[config.mk]
export PLATFORM = sky130hd
export DESIGN_NAME = mod_mul_sched_flat
export DESIGN_NICKNAME = d
export VERILOG_FILES = /design/src/rtl/mod_mul_sched_if.sv /design/src/rtl/mod_mul_sched.sv /design/src/flat_wrapper.sv
export SDC_FILE = /design/constraint.sdc
export NUM_CORES = 1
export LEC_CHECK = 0
export ABC_AREA = 1
export CAP_MARGIN = 20
export CORE_ASPECT_RATIO = 0.75
export CORE_UTILIZATION = 25
export DETAILED_ROUTE_END_ITERATION = 8
export PLACE_DENSITY_LB_ADDON = 0.05
export SETUP_SLACK_MARGIN = 0.02
export SLEW_MARGIN = 20
export SYNTH_ARGS = -nofsm -noshare
export SYNTH_HDL_FRONTEND = slang
export SYNTH_SLANG_ARGS = --single-unit
export TNS_END_PERCENT = 1
[constraint.sdc]
create_clock -name clk -period 1.6 [get_ports clk]
set_input_delay 0.32 -clock clk [delete_from_list [all_inputs] [get_ports clk]]
set_output_delay 0.32 -clock clk [all_outputs]
set_load 0.02 [all_outputs]
[src/rtl/mod_mul_sched_if.sv]
// Signal bundle between mod_mul_sched, its requesters and the shared modular multiplier.
// valid/ready: a transfer completes on a rising clk edge with both high; valid may drop before that edge (withdrawal).
interface mod_mul_sched_if #(
   parameter int NBITS = 4,
   parameter int NREQ  = 2
);
   localparam int MW = (NBITS > 1) ? $clog2(NBITS) : 1;

   logic [NREQ-1:0]       req_valid;
   logic [NREQ-1:0]       req_ready;
   logic [NREQ*NBITS-1:0] req_a;
   logic [NREQ*NBITS-1:0] req_b;
   logic [NREQ*NBITS-1:0] req_m;
   logic [NREQ*MW-1:0]    req_m_msb;
   logic [NREQ-1:0]       rsp_valid;
   logic [NREQ-1:0]       rsp_ready;
   logic [NBITS-1:0]      rsp_y;
   logic                  rsp_err;
   logic                  mm_enable_p;
   logic [NBITS-1:0]      mm_a;
   logic [NBITS-1:0]      mm_b;
   logic [NBITS-1:0]      mm_m;
   logic [MW-1:0]         mm_m_msb;
   logic [NBITS-1:0]      mm_y;
   logic                  mm_done_irq_p;

   modport slave (
      input  req_valid, req_a, req_b, req_m, req_m_msb, rsp_ready, mm_y, mm_done_irq_p,
      output req_ready, rsp_valid, rsp_y, rsp_err, mm_enable_p, mm_a, mm_b, mm_m, mm_m_msb
   );

   modport master (
      output req_valid, req_a, req_b, req_m, req_m_msb, rsp_ready, mm_y, mm_done_irq_p,
      input  req_ready, rsp_valid, rsp_y, rsp_err, mm_enable_p, mm_a, mm_b, mm_m, mm_m_msb
   );
endinterface

[src/rtl/mod_mul_sched.sv]
// Round-robin scheduler sharing one modular multiplier (y = a*b mod m) among NREQ requesters.
// Build macro MMS_TIMEOUT_EN adds a BUSY watchdog of TIMEOUT_CYCLES cycles.
module mod_mul_sched #(
   parameter int NBITS          = 4,
   parameter int NREQ           = 2,
   parameter int TIMEOUT_CYCLES = 64
) (
   input  logic           clk,
   input  logic           rst_n,
   mod_mul_sched_if.slave bus,
   output logic [1:0]     o_dbg_state
);
   localparam int IW = (NREQ > 1) ? $clog2(NREQ) : 1;
   localparam int MW = (NBITS > 1) ? $clog2(NBITS) : 1;

   typedef enum logic [1:0] {
      S_IDLE   = 2'd0,
      S_LAUNCH = 2'd1,
      S_BUSY   = 2'd2,
      S_RESP   = 2'd3
   } state_t;

   state_t           r_state;
   state_t           w_state_nxt;
   logic [IW-1:0]    r_ptr;
   logic [IW-1:0]    r_grant;
   logic [IW-1:0]    w_grant;
   logic             w_found;
   logic             w_accept;
   logic             w_m_zero;
   logic             w_timeout;
   logic             w_mm_enable;
   logic [NREQ-1:0]  w_req_ready;
   logic [NREQ-1:0]  w_rsp_valid;
   logic [NBITS-1:0] r_a;
   logic [NBITS-1:0] r_b;
   logic [NBITS-1:0] r_m;
   logic [MW-1:0]    r_m_msb;
   logic [NBITS-1:0] r_y;
   logic             r_err;

   function automatic logic [IW-1:0] wrap_inc(input logic [IW-1:0] base, input int step);
      int sum;
      sum = int'(base) + step;
      if (sum >= NREQ) sum = sum - NREQ;
      return IW'(sum);
   endfunction

   // Scan downward so the lowest offset from the pointer wins.
   always_comb begin
      w_found = 1'b0;
      w_grant = r_ptr;
      for (int k = NREQ - 1; k >= 0; k--) begin
         if (bus.req_valid[wrap_inc(r_ptr, k)]) begin
            w_found = 1'b1;
            w_grant = wrap_inc(r_ptr, k);
         end
      end
   end

   assign w_accept = (r_state == S_IDLE) && w_found;
   assign w_m_zero = (r_m == '0);

   always_comb begin
      w_req_ready = '0;
      w_rsp_valid = '0;
      if (w_accept) w_req_ready[w_grant] = 1'b1;
      if (r_state == S_RESP) w_rsp_valid[r_grant] = 1'b1;
   end

`ifdef MMS_TIMEOUT_EN
   localparam int TW = $clog2(TIMEOUT_CYCLES + 1);
   logic [TW-1:0] r_to_cnt;

   always_ff @(posedge clk or negedge rst_n) begin
      if (!rst_n)                r_to_cnt <= '0;
      else if (r_state != S_BUSY) r_to_cnt <= '0;
      else                       r_to_cnt <= r_to_cnt + 1'b1;
   end

   assign w_timeout = (r_state == S_BUSY) && (r_to_cnt == TW'(TIMEOUT_CYCLES - 1));
`else
   // Watchdog compiled out: BUSY waits for done indefinitely.
   assign w_timeout = (TIMEOUT_CYCLES < 0);
`endif

   always_comb begin
      w_state_nxt = r_state;
      w_mm_enable = 1'b0;
      case (r_state)
         S_IDLE:   if (w_accept) w_state_nxt = S_LAUNCH;
         S_LAUNCH: begin
            w_mm_enable = !w_m_zero;
            w_state_nxt = w_m_zero ? S_RESP : S_BUSY;
         end
         S_BUSY:   if (bus.mm_done_irq_p || w_timeout) w_state_nxt = S_RESP;
         S_RESP:   if (bus.rsp_ready[r_grant]) w_state_nxt = S_IDLE;
         default:  w_state_nxt = S_IDLE;
      endcase
   end

   always_ff @(posedge clk or negedge rst_n) begin
      if (!rst_n) r_state <= S_IDLE;
      else        r_state <= w_state_nxt;
   end

   always_ff @(posedge clk or negedge rst_n) begin
      if (!rst_n) begin
         r_ptr   <= '0;
         r_grant <= '0;
         r_a     <= '0;
         r_b     <= '0;
         r_m     <= '0;
         r_m_msb <= '0;
         r_y     <= '0;
         r_err   <= 1'b0;
      end else begin
         if (w_accept) begin
            r_a     <= bus.req_a[int'(w_grant)*NBITS +: NBITS];
            r_b     <= bus.req_b[int'(w_grant)*NBITS +: NBITS];
            r_m     <= bus.req_m[int'(w_grant)*NBITS +: NBITS];
            r_m_msb <= bus.req_m_msb[int'(w_grant)*MW +: MW];
            r_grant <= w_grant;
            r_ptr   <= wrap_inc(w_grant, 1);
            r_err   <= 1'b0;
         end
         if ((r_state == S_LAUNCH) && w_m_zero) begin
            r_y   <= '0;
            r_err <= 1'b1;
         end
         // done has priority over a coincident watchdog expiry
         if (r_state == S_BUSY) begin
            if (bus.mm_done_irq_p) begin
               r_y   <= bus.mm_y;
               r_err <= 1'b0;
            end else if (w_timeout) begin
               r_y   <= '0;
               r_err <= 1'b1;
            end
         end
      end
   end

   assign bus.req_ready   = w_req_ready;
   assign bus.rsp_valid   = w_rsp_valid;
   assign bus.rsp_y       = r_y;
   assign bus.rsp_err     = r_err;
   assign bus.mm_enable_p = w_mm_enable;
   assign bus.mm_a        = r_a;
   assign bus.mm_b        = r_b;
   assign bus.mm_m        = r_m;
   assign bus.mm_m_msb    = r_m_msb;
   assign o_dbg_state     = r_state;
endmodule

[src/flat_wrapper.sv]
// flat-port wrapper written by rule: the top's interface ports become plain ports
module mod_mul_sched_flat 
#(
   parameter int NBITS          = 4,
   parameter int NREQ           = 2,
   parameter int TIMEOUT_CYCLES = 64
)
  (clk, rst_n, o_dbg_state, bus_req_valid, bus_req_a, bus_req_b, bus_req_m, bus_req_m_msb, bus_rsp_ready, bus_mm_y, bus_mm_done_irq_p, bus_req_ready, bus_rsp_valid, bus_rsp_y, bus_rsp_err, bus_mm_enable_p, bus_mm_a, bus_mm_b, bus_mm_m, bus_mm_m_msb);
  mod_mul_sched_if #(.NBITS(NBITS), .NREQ(NREQ)) bus_i ();
  input  logic clk;
  input  logic rst_n;
  output logic [1:0] o_dbg_state;
  input wire logic [$bits(bus_i.req_valid)-1:0] bus_req_valid;
  input wire logic [$bits(bus_i.req_a)-1:0] bus_req_a;
  input wire logic [$bits(bus_i.req_b)-1:0] bus_req_b;
  input wire logic [$bits(bus_i.req_m)-1:0] bus_req_m;
  input wire logic [$bits(bus_i.req_m_msb)-1:0] bus_req_m_msb;
  input wire logic [$bits(bus_i.rsp_ready)-1:0] bus_rsp_ready;
  input wire logic [$bits(bus_i.mm_y)-1:0] bus_mm_y;
  input wire logic [$bits(bus_i.mm_done_irq_p)-1:0] bus_mm_done_irq_p;
  output wire logic [$bits(bus_i.req_ready)-1:0] bus_req_ready;
  output wire logic [$bits(bus_i.rsp_valid)-1:0] bus_rsp_valid;
  output wire logic [$bits(bus_i.rsp_y)-1:0] bus_rsp_y;
  output wire logic [$bits(bus_i.rsp_err)-1:0] bus_rsp_err;
  output wire logic [$bits(bus_i.mm_enable_p)-1:0] bus_mm_enable_p;
  output wire logic [$bits(bus_i.mm_a)-1:0] bus_mm_a;
  output wire logic [$bits(bus_i.mm_b)-1:0] bus_mm_b;
  output wire logic [$bits(bus_i.mm_m)-1:0] bus_mm_m;
  output wire logic [$bits(bus_i.mm_m_msb)-1:0] bus_mm_m_msb;
  assign bus_i.req_valid = bus_req_valid;
  assign bus_i.req_a = bus_req_a;
  assign bus_i.req_b = bus_req_b;
  assign bus_i.req_m = bus_req_m;
  assign bus_i.req_m_msb = bus_req_m_msb;
  assign bus_i.rsp_ready = bus_rsp_ready;
  assign bus_i.mm_y = bus_mm_y;
  assign bus_i.mm_done_irq_p = bus_mm_done_irq_p;
  assign bus_req_ready = bus_i.req_ready;
  assign bus_rsp_valid = bus_i.rsp_valid;
  assign bus_rsp_y = bus_i.rsp_y;
  assign bus_rsp_err = bus_i.rsp_err;
  assign bus_mm_enable_p = bus_i.mm_enable_p;
  assign bus_mm_a = bus_i.mm_a;
  assign bus_mm_b = bus_i.mm_b;
  assign bus_mm_m = bus_i.mm_m;
  assign bus_mm_m_msb = bus_i.mm_m_msb;
  mod_mul_sched #(.NBITS(NBITS), .NREQ(NREQ), .TIMEOUT_CYCLES(TIMEOUT_CYCLES)) u_core (.clk(clk), .rst_n(rst_n), .bus(bus_i), .o_dbg_state(o_dbg_state));
endmodule
# == After elaboration in Yosys (flattened, before gate mapping) ==
# Index checks and enable logic that the tools add are counted.
# op_classes
n_addsub,5
order_cmp,9
n_eq_ne,6
shifts,4
muxes,32
reduce_logical,8
# ops
cell,count
indexed part select 8 x 4 -> 4 bit,3
two-way mux 1 bit,21
two-way mux 4 bit,3
two-way mux 2 bit,5
less-than comparator 1 x 2 -> 1 bit (second input constant),4
case mux 2 bit (4 select lines),1
adder 1 x 1 -> 2 bit (second input constant),2
equality test 2 bit (second input constant),2
>= comparator 2 bit (second input constant),2
logical AND 1 bit,4
zero test 4 bit,1
inequality test 2 bit (second input constant),2
indexed part select 4 x 3 -> 2 bit,1
AND reduction 3 bit,1
subtractor 1 bit (second input constant),3
demux 1 bit (select 1 bit),2
equality test 2 x 1 -> 1 bit (second input constant),1
>= comparator 1 bit (second input constant),2
>= comparator 1 x 2 -> 1 bit (second input constant),1
zero test 2 bit,1
inequality test 2 x 1 -> 1 bit (second input constant),1
zero test 1 bit,1
# totals
ff_bits,23
inputBits,39
out_inout_bits,26
elab_cells,73

# == Logic depth before layout (Yosys ltp) ==
# logic_depth
word_depth,12
mapped_depth,8

# == Worst setup path after synthesis ==
# No wires, ideal clock.
# synth_path
kind,register to output
from,"register u_core.r_state[0], in the netlist u_core.o_dbg_state[0]"
to,output port bus_req_ready[1]
t_arrival_ns,1.373
path_slack_ns,-0.093
path_stages_with_launch,6
cell_sequence,dfrtp_1 -> inv_1 -> ha_1 -> nand2_1 -> nor2_4 -> clkbuf_8
# synth_via
elab_chain_len,3
# synth_lines
element,line_no,source
"start, declared",mod_mul_sched.sv:23,state_t r_state;
"start signal, assigned",mod_mul_sched.sv:104,else r_state <= w_state_nxt;
zero test 2 bit,mod_mul_sched.sv:61,assign w_accept = (r_state == S_IDLE) && w_found;
logical AND 1 bit,mod_mul_sched.sv:61,
two-way mux 2 bit,mod_mul_sched.sv:67,if (w_accept) w_req_ready[w_grant] = 1'b1;
"end, declared",flat_wrapper.sv:21,output wire logic [$bits(bus_i.req_ready)-1:0] bus_req_ready;
# No other way between the ends.

# == Worst setup path in the final report ==
# layout_path
from,"register u_core.r_state[0], in the netlist u_core.o_dbg_state[0]"
to,output port bus_mm_enable_p
# layout_via
elab_chain_len,2
# layout_lines
element,line_no,source
equality test 2 x 1 -> 1 bit,mod_mul_sched.sv:90,case (r_state)
two-way mux 1 bit,mod_mul_sched.sv:90,
"end, declared",flat_wrapper.sv:25,output wire logic [$bits(bus_i.mm_enable_p)-1:0] bus_mm_enable_p;
# No other way between the ends.

==> flow_summary_export.csv <==
group,metric,value,unit
finish,regArea,577,um2
power,ir_drop,0.760,mV
placement,gp_congestion,0.695,
synthesis,synth_cells,158,
placement,dpl-instance-area,2040,um2
placement,place_hpwl,2680,um
worst_setup_path,critPathRequiredTime,1.28,ns
routing,viasPerCell,4.25,
sta,worst_slew_pin_slew,0.309,ns
global_routing,grt_antenna_before_repair,0,
sta,rsz0062_at_grt,"yes",
sta,setup_violations,0,
die,initial_core_util,26.9,%
worst_setup_path,max_stage_delay,0.42,ns
die,die_area,5260,um2
clocking,cts_buffer_depth,2,
routing,drt-wirelength-per-cell,11.7,um
placement,dp_worst_setup_slack,-0.467,ns
global_routing,first_global_vias,1221,
sta,period_minus_slack,1.60,ns
routing,remaining_drc_errors,0,
global_routing,grt_usage,14.3,%
die,rows,21,
sta,clock.fmax,626,MHz
finish,multi_input_area,616,um2
synthesis,netlist_area,1240,um2
routing,drtIter0Drc,41,
synthesis,synth_cell_types,20,
power,power_density,1740,nW/um2
sta,skew,0.00505,ns
sta,setup_slack,0.00291,ns
global_routing,grt.overflow.total,0,
placement,io_buffers,64,
sta,final_max_slew_viol_count,0,
status,status,"finished clean",
synthesis,synthAdderAreaFrac,5.03,%
clocking,h-tree-depth,1,
run,drv_cap,0,
worst_setup_path,crit_fanout,5,
routing,vias,1259,
die,die_h,63.1,um
synthesis,synthMuxAreaShare,0,%
worst_setup_path,crit_path_cell_trace,"buf_6 -> ha_2 -> a21boi_2 -> buf_6",
sta,maxSlewHeadroom,79.4,%
worst_setup_path,path_class,"reg2out",
sta,hold_viol,0,
hold_path,hold_path.class,"in2async",
clocking,clk_pin_slew_worst_paths,0.08,ns
finish,layout-drive-gt1-share,18.0,%
worst_setup_path,crit_arrival,1.28,ns
die,io_pins,65,
synthesis,synth_compound_area_share,3.42,%
synthesis,synth-simple-area-share,38.1,%
die,die_w,83.4,um
synthesis,syn_area_per_cell,7.87,um2
worst_setup_path,crit_family,"flip-flops",
sta,fin_crit_sh,99.8,%
clocking,cts_root_buf,"clkbuf_8",
routing,final_antenna_net_count,0,
synthesis,synth-seq-cells,23,
worst_setup_path,cpMostUsedCell,"buf_6",
synthesis,synthXorXnorAreaFrac,0,%
worst_setup_path,slowest_stage,"dfrtp_2",
die,coreArea,4620,um2
power,total_leakage_power,1.20,nW
clocking,cts_tree,"built",
synthesis,yosysSeqAreaShare,46.3,%
sta,holdWs,0.410,ns
routing,wirelength,3470,um
finish,nFillCells,446,
finish,nets,284,
synthesis,synth_top_family_by_area,"simple AND/OR/NAND/NOR gates",
finish,antenna_cells,0,
clocking,cts_sinks,23,
finish,final_area,2150,um2
global_routing,grt_max_degree,24,
clocking,cts_buffers,3,
worst_setup_path,worstSetupStartpointType,"register",
synthesis,ys.warnings.count,0,
worst_setup_path,path_buf_inv,2,
clocking,postCtsHoldBufs,0,
clocking,clk_latency,0.26,ns
global_routing,grt_pass1_wl,6000,um
worst_setup_path,worst_setup_path_end_kind,"primary output",
synthesis,syn-num-nets,202,
finish,syn_to_final_growth,72.8,%
routing,dr.pass1.iters,4,
[registers in the layout, indices dropped and copies added (netlist names)]
signal / cells
u_core.bus.mm_a: 4
u_core.bus.rsp_y: 4
u_core.r_grant: 1
u_core.bus.rsp_err: 1
u_core.bus.mm_m_msb: 2
u_core.o_dbg_state: 2
u_core.bus.mm_m: 4
u_core.r_ptr: 1
u_core.bus.mm_b: 4
[power breakdown]
group | internal, mW | switching, mW
clock network | 0.174 | 0.187
registers | 0.859 | 0.166
logic | 1.07 | 1.27
total | 2.10 | 1.63
[stage by stage]
stage / util, % / instances / TNS (ns) / power [mW]
after CTS: 44.6 / 295 / -0.109 / 3.71
final: 46.5 / 296 / 0 / 3.73
after global routing: 46.5 / 296 / -0.106 / 4.09
after global placement: 44.0 / 291 / -1.94 / 3.37
after detailed placement: 44.0 / 291 / -2.73 / 3.41
after floorplan: - / 158 / -0.0174 / 2.30
[layout make-up]
cell class | instances | share of cell area (%)
sequential | 23 | 26.8
tap | 57 | 3.32
inverter | 14 | 2.44
multi-input combinational | 118 | 28.6
timing repair buffer | 80 | 36.6
clock buffer | 3 | 1.92
clock inverter | 1 | 0.233
[cells in the final DEF (no fill, tap or decap), types with 4 or more instances in the layout]
cell type and count:
buf_4 17, buf_6 4, clkdlybuf4s50_1 39, dfrtp_1 22, dlygate4sd2_1 7, dlymetal6s2s_1 13, inv_1 10, inv_2 4
nand2_1 73, nand3_1 21, nor2_1 5
[logic make-up (layout without fill, tap and decap cells)]
kind of cell             Yosys count  after routing
buffers and inverters             17             98
AO/OA/AOI/OAI                      5              5
adder cells (fa/ha/maj)            5              5
flip-flops                        23             23
AND/OR/NAND/NOR                  108            108
[synthesized netlist by cell type]
| library cell | instances | area share, % |
|---|---|---|
| a21oi_2 | 1 | 0.70 |
| nand2_2 | 2 | 1.0 |
| a21oi_1 | 2 | 0.80 |
| a21oi_4 | 1 | 1.3 |
| nand3_2 | 1 | 0.80 |
| ha_1 | 5 | 5.0 |
| a21boi_0 | 1 | 0.60 |
| nand3_1 | 21 | 8.5 |
| dfrtp_1 | 23 | 46 |
| nor2_2 | 1 | 0.50 |
| nand2_1 | 73 | 22 |
| nand3b_1 | 1 | 0.60 |
| nand4_1 | 1 | 0.50 |
| inv_1 | 12 | 3.6 |
| nor2_4 | 2 | 1.8 |
| buf_6 | 2 | 1.8 |
| nand2_4 | 1 | 0.91 |
| nor2_1 | 5 | 1.5 |
| inv_2 | 2 | 0.60 |
| clkbuf_8 | 1 | 1.1 |
[per-layer routing]
metal | global-route usage [%] | share of wire, % | wire [um]
met4 | 2.54 | 0.35 | 12
met3 | 4.46 | 6.9 | 239
met5 | 0 | 0 | 0
met2 | 21.5 | 43 | 1500
met1 | 20.4 | 49 | 1710
[final timing paths]
kind	slack [ns]	to	start	cells after the start
worst max-delay path	0.003	bus_mm_enable_p	u_core.o_dbg_state[0]$_DFFE_PN0P_	4
worst min-delay path	0.41	u_core.bus.mm_a[2]$_DFFE_PN0P_	rst_n	2
max in group asynchronous	0.93	u_core.o_dbg_state[0]$_DFFE_PN0P_	rst_n	2
worst max register to register	0.19	u_core.o_dbg_state[1]$_DFFE_PN0P_	u_core.o_dbg_state[0]$_DFFE_PN0P_	9
min in group clk	0.49	u_core.bus.mm_a[3]$_DFFE_PN0P_	u_core.bus.mm_a[3]$_DFFE_PN0P_	2
worst min register to register	0.49	u_core.bus.mm_a[3]$_DFFE_PN0P_	u_core.bus.mm_a[3]$_DFFE_PN0P_	2
[what timing repair did]
action / 4_1_cts / 5_1_grt
gates cloned: 0 / 0
gates resized for setup: 33 / 24
endpoints found under the setup margin: 12 / 17
buffers inserted: 0 / 1
pin swaps: 2 / 3
No activity file was read; power rests on OpenSTA's default activity.
==> patch, RTL diff (same flow settings) <==
`NBITS` is set to 4 in 3 places; all go to 8.
--- a/src/rtl/mod_mul_sched_if.sv
+++ b/src/rtl/mod_mul_sched_if.sv
@@ -1,7 +1,7 @@
 // Signal bundle between mod_mul_sched, its requesters and the shared modular multiplier.
 // valid/ready: a transfer completes on a rising clk edge with both high; valid may drop before that edge (withdrawal).
 interface mod_mul_sched_if #(
-   parameter int NBITS = 4,
+   parameter int NBITS = 8,
    parameter int NREQ  = 2
 );
    localparam int MW = (NBITS > 1) ? $clog2(NBITS) : 1;
--- a/src/rtl/mod_mul_sched.sv
+++ b/src/rtl/mod_mul_sched.sv
@@ -1,7 +1,7 @@
 // Round-robin scheduler sharing one modular multiplier (y = a*b mod m) among NREQ requesters.
 // Build macro MMS_TIMEOUT_EN adds a BUSY watchdog of TIMEOUT_CYCLES cycles.
 module mod_mul_sched #(
-   parameter int NBITS          = 4,
+   parameter int NBITS          = 8,
    parameter int NREQ           = 2,
    parameter int TIMEOUT_CYCLES = 64
 ) (
--- a/src/flat_wrapper.sv
+++ b/src/flat_wrapper.sv
@@ -1,7 +1,7 @@
 // flat-port wrapper written by rule: the top's interface ports become plain ports
 module mod_mul_sched_flat 
 #(
-   parameter int NBITS          = 4,
+   parameter int NBITS          = 8,
    parameter int NREQ           = 2,
    parameter int TIMEOUT_CYCLES = 64
 )
Ports: changed (10 resized); port bits go from 65 to 112. The function was not compared with the original's and may differ.
==> patch against the original RTL <==
- area after synthesis rose by 55%
- largest power group unchanged
- fmax up 0.67%
- sequential cell count up 17
- sequential share of layout area grew 2.2 points
- wire length up 62%
- final area rose by 60%
- critical endpoint is now bus_req_ready[1]
- setup slack improved by 11 ps
- power grew 60%
- first-iteration DRC count unchanged
- clock power up 130%
==> patch: results <==
[route]
drtPass1Iterations = 4
vias_per_cell = 4.18
wl_per_cell_um = 11.7

[placed_design]
place_hpwl_um = 4110
place_inst = 469
pre_cts_ws_ps = -367
port_buffers = 111
place.gp.congestion = 0.746

[cells_and_area]
n_antenna_cell = 0
final_nets = 451
drive_gt1_frac = 0.143
instances_no_fill = 479

[worst_setup_path]
reg2reg_depth = 10
r2r_start = u_core.o_dbg_state[1]
r2r_slack_ps = 140
crit_fanout = 2
cp-endpoint = bus_req_ready[1]
timing.rr.end = u_core.o_dbg_state[0]
startpoint = bus_req_valid[0]

[timing]
clock_skew_ps = 3.39

[yosys]
synth_seq_area_share = 0.519
synth_area_leaders = dfrtp_1 52%, nand2_1 23%, nand3_1 10%, ha_1 3.2%, inv_1 2.5%
synth_common_cells = 116 x nand2_1, 40 x dfrtp_1, 39 x nand3_1, 13 x inv_1, 11 x nor2_1
synth_fa_ha_area_frac = 0.0325
synthDistinctLibCells = 16
syn_nets = 318
synthCells = 244
synth-compound-area-share = 0.0136

[global_routing]
grt_max_degree = 29
grt_util_all_layers = 0.144
grt_pass1_vias = 1885
grt_pass1_wl_um = 8860

[power_and_ir_drop]
vdd_drop_max_mv = 0.624
power_leakage_nw = 1.78

[clock_network]
clk_latency_ps = 290
cts_buffers = 5
htreeDepth = 2

[worst_hold_path]
hp-class = reg -> reg

[status]
status = finished clean
-- patch: worst min-delay path by stage --
stage	to	cells after the start	start
after floorplan	u_core.bus.mm_a[0]	0	rst_n
after global placement	u_core.bus.mm_m[4]	1	rst_n
after detailed placement	u_core.bus.mm_m[4]	1	rst_n
after CTS	u_core.bus.mm_a[6]	2	u_core.bus.mm_a[6]
after global routing	u_core.bus.mm_b[5]	2	u_core.bus.mm_b[5]
final	u_core.bus.mm_a[6]	2	u_core.bus.mm_a[6]
-- patch: report_power, final --
group	internal (mW)	switching [mW]	leakage [nW]
sequential	1.50	0.253	0.495
combinational	1.51	1.91	1.23
clock	0.463	0.353	0.0552
-- patch: cell type report --
class	instances	area, sq um
clock buffers	6	72.6
clock inverters	2	35.0
fillers	749	3950
inverters	15	60.1
multi-input cells	180	862
flip-flops and latches	40	1000
well taps	101	126
repair buffers	135	1290
-- patch: metal layers --
metal,vias to the layer above,share of wire,GRT usage
li1,1026,-,-
met1,895,0.45,0.183
met2,75,0.45,0.228
met3,7,0.087,0.0534
met4,0,0.011,0.0423
met5,-,0,0
-- patch: critical path, cell delays in order --
cell and delay [ps]:
clkdlybuf4s50_1 530, inv_1 90, nor2_2 150, nor2_4 50, buf_6 120
-- patch: repair_timing --
action	4_1_cts	5_1_grt
pin swaps	3	6
buffers inserted	0	1
endpoints found under the hold margin	16	0
gates resized for setup	61	21
endpoints found under the setup margin	37	14
hold buffers	1	0
-- patch: metrics by stage --
stage,hold WS (ps),area [sq um]
6_report,478,3450
3_5_place_dp,284,3280
5_1_grt,504,3450
3_3_place_gp,285,3280
2_1_floorplan,24.4,1930
4_1_cts,485,3360
